--- src/rtl/event_input_conditioner.sv ---
// -----------------------------------------------------------------------------
// event_input_conditioner
//
// Brings 32 raw interrupt/event request lines into the HCLK domain and turns
// each one into either a single-cycle pulse (rising, falling or both edges) or
// a clean level, chosen per line. A small APB register file holds the per-line
// enable and mode. The block sits in front of the event unit's irq_i or
// event_i input; one instance is used for each.
//
// Parameters:
//   APB_ADDR_WIDTH : APB address width (must be greater than 4)
//   SYNC_STAGES    : synchronizer depth per line, 2..4
//
// Ports:
//   HCLK, HRESETn  : clock, asynchronous active-low reset
//   PADDR, PWDATA, PWRITE, PSEL, PENABLE : APB request
//   PRDATA, PREADY, PSLVERR              : APB response
//   req_i[31:0]    : raw requests, asynchronous to HCLK
//   signal_o[31:0] : conditioned lines (registered)
//
// Register map (PADDR[3:2]; any nonzero PADDR[APB_ADDR_WIDTH-1:4] is unmapped):
//   0x00 EN      RW  per-line enable
//   0x04 MODE_LO RW  2 bits per line, lines 0..15
//   0x08 MODE_HI RW  2 bits per line, lines 16..31
//   0x0C STATUS  RO  synchronized level of every line (writes ignored)
// Mode: 00 rising pulse, 01 falling pulse, 10 both edges, 11 level.
//
// APB handshake: PREADY is always 1, so every access completes in its access
// phase (PSEL & PENABLE). A write commits on the HCLK edge where
// PSEL & PENABLE & PWRITE is high; read data is combinational from the current
// register state and is 0 whenever no mapped read is selected. PSLVERR is 1
// only during the access phase of an unmapped access.
// -----------------------------------------------------------------------------
module event_input_conditioner #(
    parameter int APB_ADDR_WIDTH = 12,
    parameter int SYNC_STAGES    = 2
) (
    input  logic                      HCLK,
    input  logic                      HRESETn,
    input  logic [APB_ADDR_WIDTH-1:0] PADDR,
    input  logic [31:0]               PWDATA,
    input  logic                      PWRITE,
    input  logic                      PSEL,
    input  logic                      PENABLE,
    output logic [31:0]               PRDATA,
    output logic                      PREADY,
    output logic                      PSLVERR,
    input  logic [31:0]               req_i,
    output logic [31:0]               signal_o
);

    localparam logic [1:0] MODE_RISE  = 2'b00;
    localparam logic [1:0] MODE_FALL  = 2'b01;
    localparam logic [1:0] MODE_BOTH  = 2'b10;
    localparam logic [1:0] MODE_LEVEL = 2'b11;

    // Register file
    logic [31:0] en_q;
    logic [31:0] mode_lo_q;
    logic [31:0] mode_hi_q;

    // Per-line conditioning state
    logic [31:0] sync_q [SYNC_STAGES];
    logic [31:0] prev_q;
    logic [31:0] signal_q;

    logic [31:0] s;
    logic [31:0] rise;
    logic [31:0] fall;
    logic [63:0] mode_all;
    logic [31:0] signal_d;

    // APB decode
    logic        mapped;
    logic        access;
    logic        wr_en;
    logic [1:0]  reg_sel;
    logic [31:0] rd_mux;

    // Byte-offset bits carry no information for word registers.
    logic        unused_paddr;
    assign unused_paddr = ^PADDR[1:0];

    assign mapped  = (PADDR[APB_ADDR_WIDTH-1:4] == '0);
    assign reg_sel = PADDR[3:2];
    assign access  = PSEL & PENABLE;
    assign wr_en   = access & PWRITE & mapped;

    // ---------------------------------------------------------------------
    // Register writes. STATUS is read-only, so offset 0x0C falls through.
    // ---------------------------------------------------------------------
    always_ff @(posedge HCLK or negedge HRESETn) begin
        if (!HRESETn) begin
            en_q      <= '0;
            mode_lo_q <= '0;
            mode_hi_q <= '0;
        end else if (wr_en) begin
            case (reg_sel)
                2'd0:    en_q      <= PWDATA;
                2'd1:    mode_lo_q <= PWDATA;
                2'd2:    mode_hi_q <= PWDATA;
                default: ;
            endcase
        end
    end

    // ---------------------------------------------------------------------
    // Read path and response.
    // ---------------------------------------------------------------------
    always_comb begin
        rd_mux = '0;
        case (reg_sel)
            2'd0:    rd_mux = en_q;
            2'd1:    rd_mux = mode_lo_q;
            2'd2:    rd_mux = mode_hi_q;
            default: rd_mux = s;
        endcase
    end

    assign PRDATA  = (PSEL && !PWRITE && mapped) ? rd_mux : 32'h0;
    assign PREADY  = 1'b1;
    assign PSLVERR = access & ~mapped;

    // ---------------------------------------------------------------------
    // Synchronizer and edge history. prev_q tracks s regardless of EN so that
    // enabling a line that is already high does not look like a rising edge.
    // ---------------------------------------------------------------------
    always_ff @(posedge HCLK or negedge HRESETn) begin
        if (!HRESETn) begin
            for (int i = 0; i < SYNC_STAGES; i++) begin
                sync_q[i] <= '0;
            end
            prev_q   <= '0;
            signal_q <= '0;
        end else begin
            sync_q[0] <= req_i;
            for (int i = 1; i < SYNC_STAGES; i++) begin
                sync_q[i] <= sync_q[i-1];
            end
            prev_q   <= s;
            signal_q <= signal_d;
        end
    end

    assign s    = sync_q[SYNC_STAGES-1];
    assign rise = s & ~prev_q;
    assign fall = ~s & prev_q;

    // Line n's mode sits at bits [2n+1:2n] of the concatenated mode word,
    // which makes the 15/16 boundary between MODE_LO and MODE_HI seamless.
    assign mode_all = {mode_hi_q, mode_lo_q};

    always_comb begin
        signal_d = '0;
        for (int n = 0; n < 32; n++) begin
            case (mode_all[2*n +: 2])
                MODE_RISE:  signal_d[n] = rise[n];
                MODE_FALL:  signal_d[n] = fall[n];
                MODE_BOTH:  signal_d[n] = rise[n] | fall[n];
                MODE_LEVEL: signal_d[n] = s[n];
                default:    signal_d[n] = 1'b0;
            endcase
        end
        signal_d = signal_d & en_q;
    end

    assign signal_o = signal_q;

endmodule

--- config.mk ---
export PLATFORM = sky130hd
export DESIGN_NAME = event_input_conditioner
export DESIGN_NICKNAME = d
export VERILOG_FILES = /design/src/rtl/event_input_conditioner.sv
export SDC_FILE = /design/constraint.sdc
export NUM_CORES = 1
export LEC_CHECK = 0
export BUFFER_PORTS_ARGS = -buffer_cell sky130_fd_sc_hd__buf_2
export CAP_MARGIN = 25
export CORE_ASPECT_RATIO = 0.75
export CORE_MARGIN = 8
export CORE_UTILIZATION = 42
export DETAILED_ROUTE_END_ITERATION = 10
export RECOVER_POWER = 25
export SLEW_MARGIN = 20
export SYNTH_ARGS = -nofsm -noshare
export SYNTH_HDL_FRONTEND = slang
export SYNTH_SLANG_ARGS = --single-unit
export TNS_END_PERCENT = 100
--- constraint.sdc ---
create_clock -name HCLK -period 3.32 [get_ports HCLK]
set_clock_uncertainty 0.1 [all_clocks]
set_input_delay 0.332 -clock HCLK [delete_from_list [all_inputs] [get_ports HCLK]]
set_output_delay 0.332 -clock HCLK [all_outputs]
set_load 0.1 [all_outputs]
; ---- Yosys cells after proc, flatten, opt, wreduce, memory -nomap -nowiden
; Cells that the tools add are included.
[op_classes]
n_addsub = 0
multipliers = 0
n_div = 0
order_cmp = 0
eq_ne = 98
n_shift = 0
muxes = 34
bitwise = 42
n_reduce_logical = 40
[op_table]
columns = operator, n
row1 = $eq A2 B2 Y1 const B, 65
row2 = $pmux W1 S4, 32
row3 = $and A32 B32 Y32, 3
row4 = $pmux W32 S3, 1
row5 = $eq A2 B1 Y1 const B, 33
row6 = $logic_not A2 Y1, 33
row7 = $not A32 Y32, 2
row8 = $mux W32, 1
row9 = $or A1 B1 Y1, 32
row10 = $logic_not A8 Y1, 1
row11 = $reduce_and A2 Y1, 3
row12 = $and A1 B1 Y1, 4
row13 = $logic_and A1 B1 Y1, 2
row14 = $logic_not A1 Y1, 1
row15 = $not A1 Y1, 1
[word_totals]
ff_bits = 224
latch_bits = 0
mem_bits_rw = 0
mem_bits_ro = 0
inputBits = 81
output_inout_bits = 66
word_cells = 221
n_memories = 0

; ---- Depth between registers and ports, before layout
[logic_depth]
ltp_word = 5
mapped_depth = 6

; ---- Least setup slack after synthesis
; OpenSTA, ideal clock, no wires.
[synth_path]
path_type = in2out
from = input port PADDR[2]
to = output port PRDATA[22]
arrival_time_ns = 2.692
required_time_ns = 2.888
path_slack_ns = 0.196
path_stages = 4
path_buffers = 2
cell_sequence = buf_2 buf_1 mux4_2 nor2b_1
[synth_between]
elab_chain_cells = 3
word_cells_on_any_way = 5
classes_between = eq/ne: 2 / mux: 2 / reduce/logical: 1
[synth_lines]
columns = item, line
row1 = from (decl), 40  ; input logic [APB_ADDR_WIDTH-1:0] PADDR,
row2 = $eq A2 B2 Y1 (tied with other cells), 112  ; case (reg_sel)
row3 = $pmux W32 S3 (*), 112
row4 = $mux W32 (*), 120  ; assign PRDATA = (PSEL && !PWRITE && mapped) ? rd_mux : 32'h0;
row5 = to (decl), 45  ; output logic [31:0] PRDATA,
; Every way passes the cells marked *; elsewhere a longest branch is shown, timed or not.

; ---- Worst setup path after layout
[layout_path]
from = input port PADDR[5]
to = output port PRDATA[14]
[layout_between]
elab_chain_cells = 3
[layout_lines]
columns = item, line
row1 = $logic_not A8 Y1, 84  ; assign mapped = (PADDR[APB_ADDR_WIDTH-1:4] == '0);
row2 = $logic_and A1 B1 Y1, 120
row3 = $mux W32, 120
; Every way passes these cells.

==> impl_metrics.tcl <==
set metrics [dict create \
    status "finished clean" \
    grt_pass1_vias 6774 \
    cap_violations 0 \
    grt_antenna_before_repair 0 \
    cts.sinks 224 \
    slew_headroom_pct 47.7 \
    place_inst 1084 \
    core_mm2 0.0237 \
    cp.arrival_ps 2120 \
    row_count 49 \
    cellLeakagePower_nw 6.49 \
    cts_buffer_depth 3 \
    n_antenna_cell 0 \
    cts-resized-gates 0 \
    hold_path.class "reg2reg" \
    finalSetupTns_ps 0 \
    postLayoutCellArea_mm2 0.0126 \
    drtPass1Iterations 4 \
    reg2reg_from "s[8]" \
    synth_nets 790 \
    rsz0062_at_grt "no" \
    setup_viol 0 \
    die_x_um 195 \
    grt_pass1_wl_um 36700 \
    drc 0 \
    cts_made_buffers 24 \
    hold_depth 0 \
    placed_cell_area_mm2 0.0112 \
    gp_congestion 0.782 \
    wl_um 22700 \
    areaGrowthSynthToFinish_pct 25.1 \
    finalCriticalPeriod_ps 2550 \
    fin_cells 1190 \
    overflow 0 \
    num_vias 5846 \
    cts_setup_buffers 0 \
    yosysMostFrequentCell "dfrtp_1" \
    p_per_area_mw_per_mm2 459 \
    die_h_um 150 \
    antenna_left 0 \
    cts.clk_slew.worst_paths_ps 60 \
    fin_crit_sh_pct 76.8 \
    cp-startpoint "PADDR[5]" \
    yosysUniqueCellTypes 25 \
    wl_per_cell_um 19.0 \
    grt_usage_pct 15.9 \
    cts_root_buf "clkbuf_16" \
    ioPinCount 147 \
    endpoint_kind "primary output" \
    ys_seq_area_share_pct 55.8 \
    start_util_pct 42.3 \
    htree_levels 1 \
    slew_violations 0 \
    yosys_warnings 0 \
    drive_above_1_share_pct 39.3 \
    dp_hpwl_um 15400 \
    clk_latency_ps 520 \
    avgSynthCellArea_um2 15.6 \
    hold_violations 0 \
    synthArstFlopShare_pct 100 \
    drt-initial-drc-count 225 \
    crit_fanout 32 \
    tightest_slew_ps 785 \
    synth_edf_count 0 \
    start_kind "input pin" \
    fmax_mhz 392 \
    synth_top_area_cell "dfrtp_1" \
    hold_start "sync_q[56]" \
    dieArea_mm2 0.0292 \
    holdWs_ps 246 \
    synth_top_area_share_pct 55.8 \
    cts_tree "built" \
    synthTopCellsByArea "dfrtp_1 56%, mux4_2 14%, ha_1 8.0%" \
    postSynthCellCount 645 \
    nNetsFinal 1014 \
    avgViaCountPerCell 4.91 \
    reg2reg_depth 4 \
    synth.cell_area_mm2 0.0100 \
    numPortBuffers 143 \
    ir_worst_vdd_mv 0.338 \
    required_ps 2890 \
    totalPowerFinal_mw 5.76 \
    crit_type "in2out" \
    ys_ff_latch 224 \
    hold_buffers 65 \
    grt_max_degree 99 \
    synth-main-ff-cell "dfrtp_1" \
    synthTopCellsByCount "224 x dfrtp_1, 96 x inv_1, 64 x ha_1, 64 x mux4_2, 62 x mux2_2" \
]
worst max-delay path, stage by stage:
cell	delay, ps
buf_2	110
nor4_1	400
nand4b_1	140
buf_4	320
nor2b_1	310
buf_2	490
sequential cells by signal, summed over array words and instances (netlist names):
signal and flops:
signal_o 32, s 32, en_q 32, mode_hi_q 32, prev_q 32, mode_lo_q 32
sync_q 32
layout make-up:
type                            count  area, um^2
Clock inverter                      7        77.6
Clock buffer                       34         658
Multi-Input combinational cell    303        3970
Inverter                           96         360
Tap cell                          306         383
Sequential cell                   224        5610
Timing Repair Buffer              220        1500
Fill cell                        1950       11200
per-layer routing:
metal | vias to the layer above | share of wire (%) | wire length [um] | global-route usage, %
met2 | 130 | 46 | 10500 | 25.8
li1 | 2652 | - | - | -
met1 | 3037 | 47 | 10700 | 21.8
met3 | 27 | 4.8 | 1100 | 3.39
met5 | - | 0 | 0 | 0
met4 | 0 | 1.9 | 434 | 3.39
per-stage QoR:
step                setup WS, ps  utilization (%)
finish                       769             52.9
global route                 694             52.9
CTS                          794             52.9
detailed placement           596             47.1
global placement             519             47.0
floorplan                    196                -
placed cells by master (no fill, tap or decap):
cell	instances
dlygate4sd3_1	65
or4b_2	1
nand2_1	1
clkinv_8	1
clkbuf_1	10
a21oi_1	1
dfrtp_1	224
nor4_1	2
buf_2	140
buf_4	9
mux2_1	4
ha_1	64
clkbuf_8	2
buf_12	3
mux4_2	64
buf_8	1
nand4b_1	1
clkinvlp_4	1
mux2_4	30
nor2b_1	32
mux2_2	62
nand3_1	1
or4_4	2
inv_1	96
nor4_4	2
and2_1	32
clkinv_2	3
bufinv_16	1
inv_6	1
clkbuf_16	24
nand2b_1	2
conb_1	1
nor2_1	1
where the power goes:
group | internal [mW] | leakage [nW] | total (mW) | switching (mW)
clock | 1.46 | 0.357 | 2.53 | 1.07
sequential | 2.80 | 2.91 | 2.84 | 0.0491
combinational | 0.198 | 3.22 | 0.384 | 0.186
total | 4.45 | 6.49 | 5.76 | 1.31
logic make-up after synthesis:
kind of cell             share of synthesized area [%]
other                                           0.0374
AO/OA/AOI/OAI                                   0.0498
buffers and inverters                             4.81
multiplexers                                      26.3
flip-flops                                        55.8
AND/OR/NAND/NOR                                   5.02
adder cells (fa/ha/maj)                           7.98
path summary, 6_finish.rpt:
check / end / slack, ps
hold reg to reg: s[24] / 250
min in group asynchronous: s[31] / 320
setup reg to reg: signal_o[8] / 1720
max in group asynchronous: en_q[14] / 1870
setup / recovery: PRDATA[14] / 770
hold / removal: s[24] / 250
(Power assumes the default switching activity.)
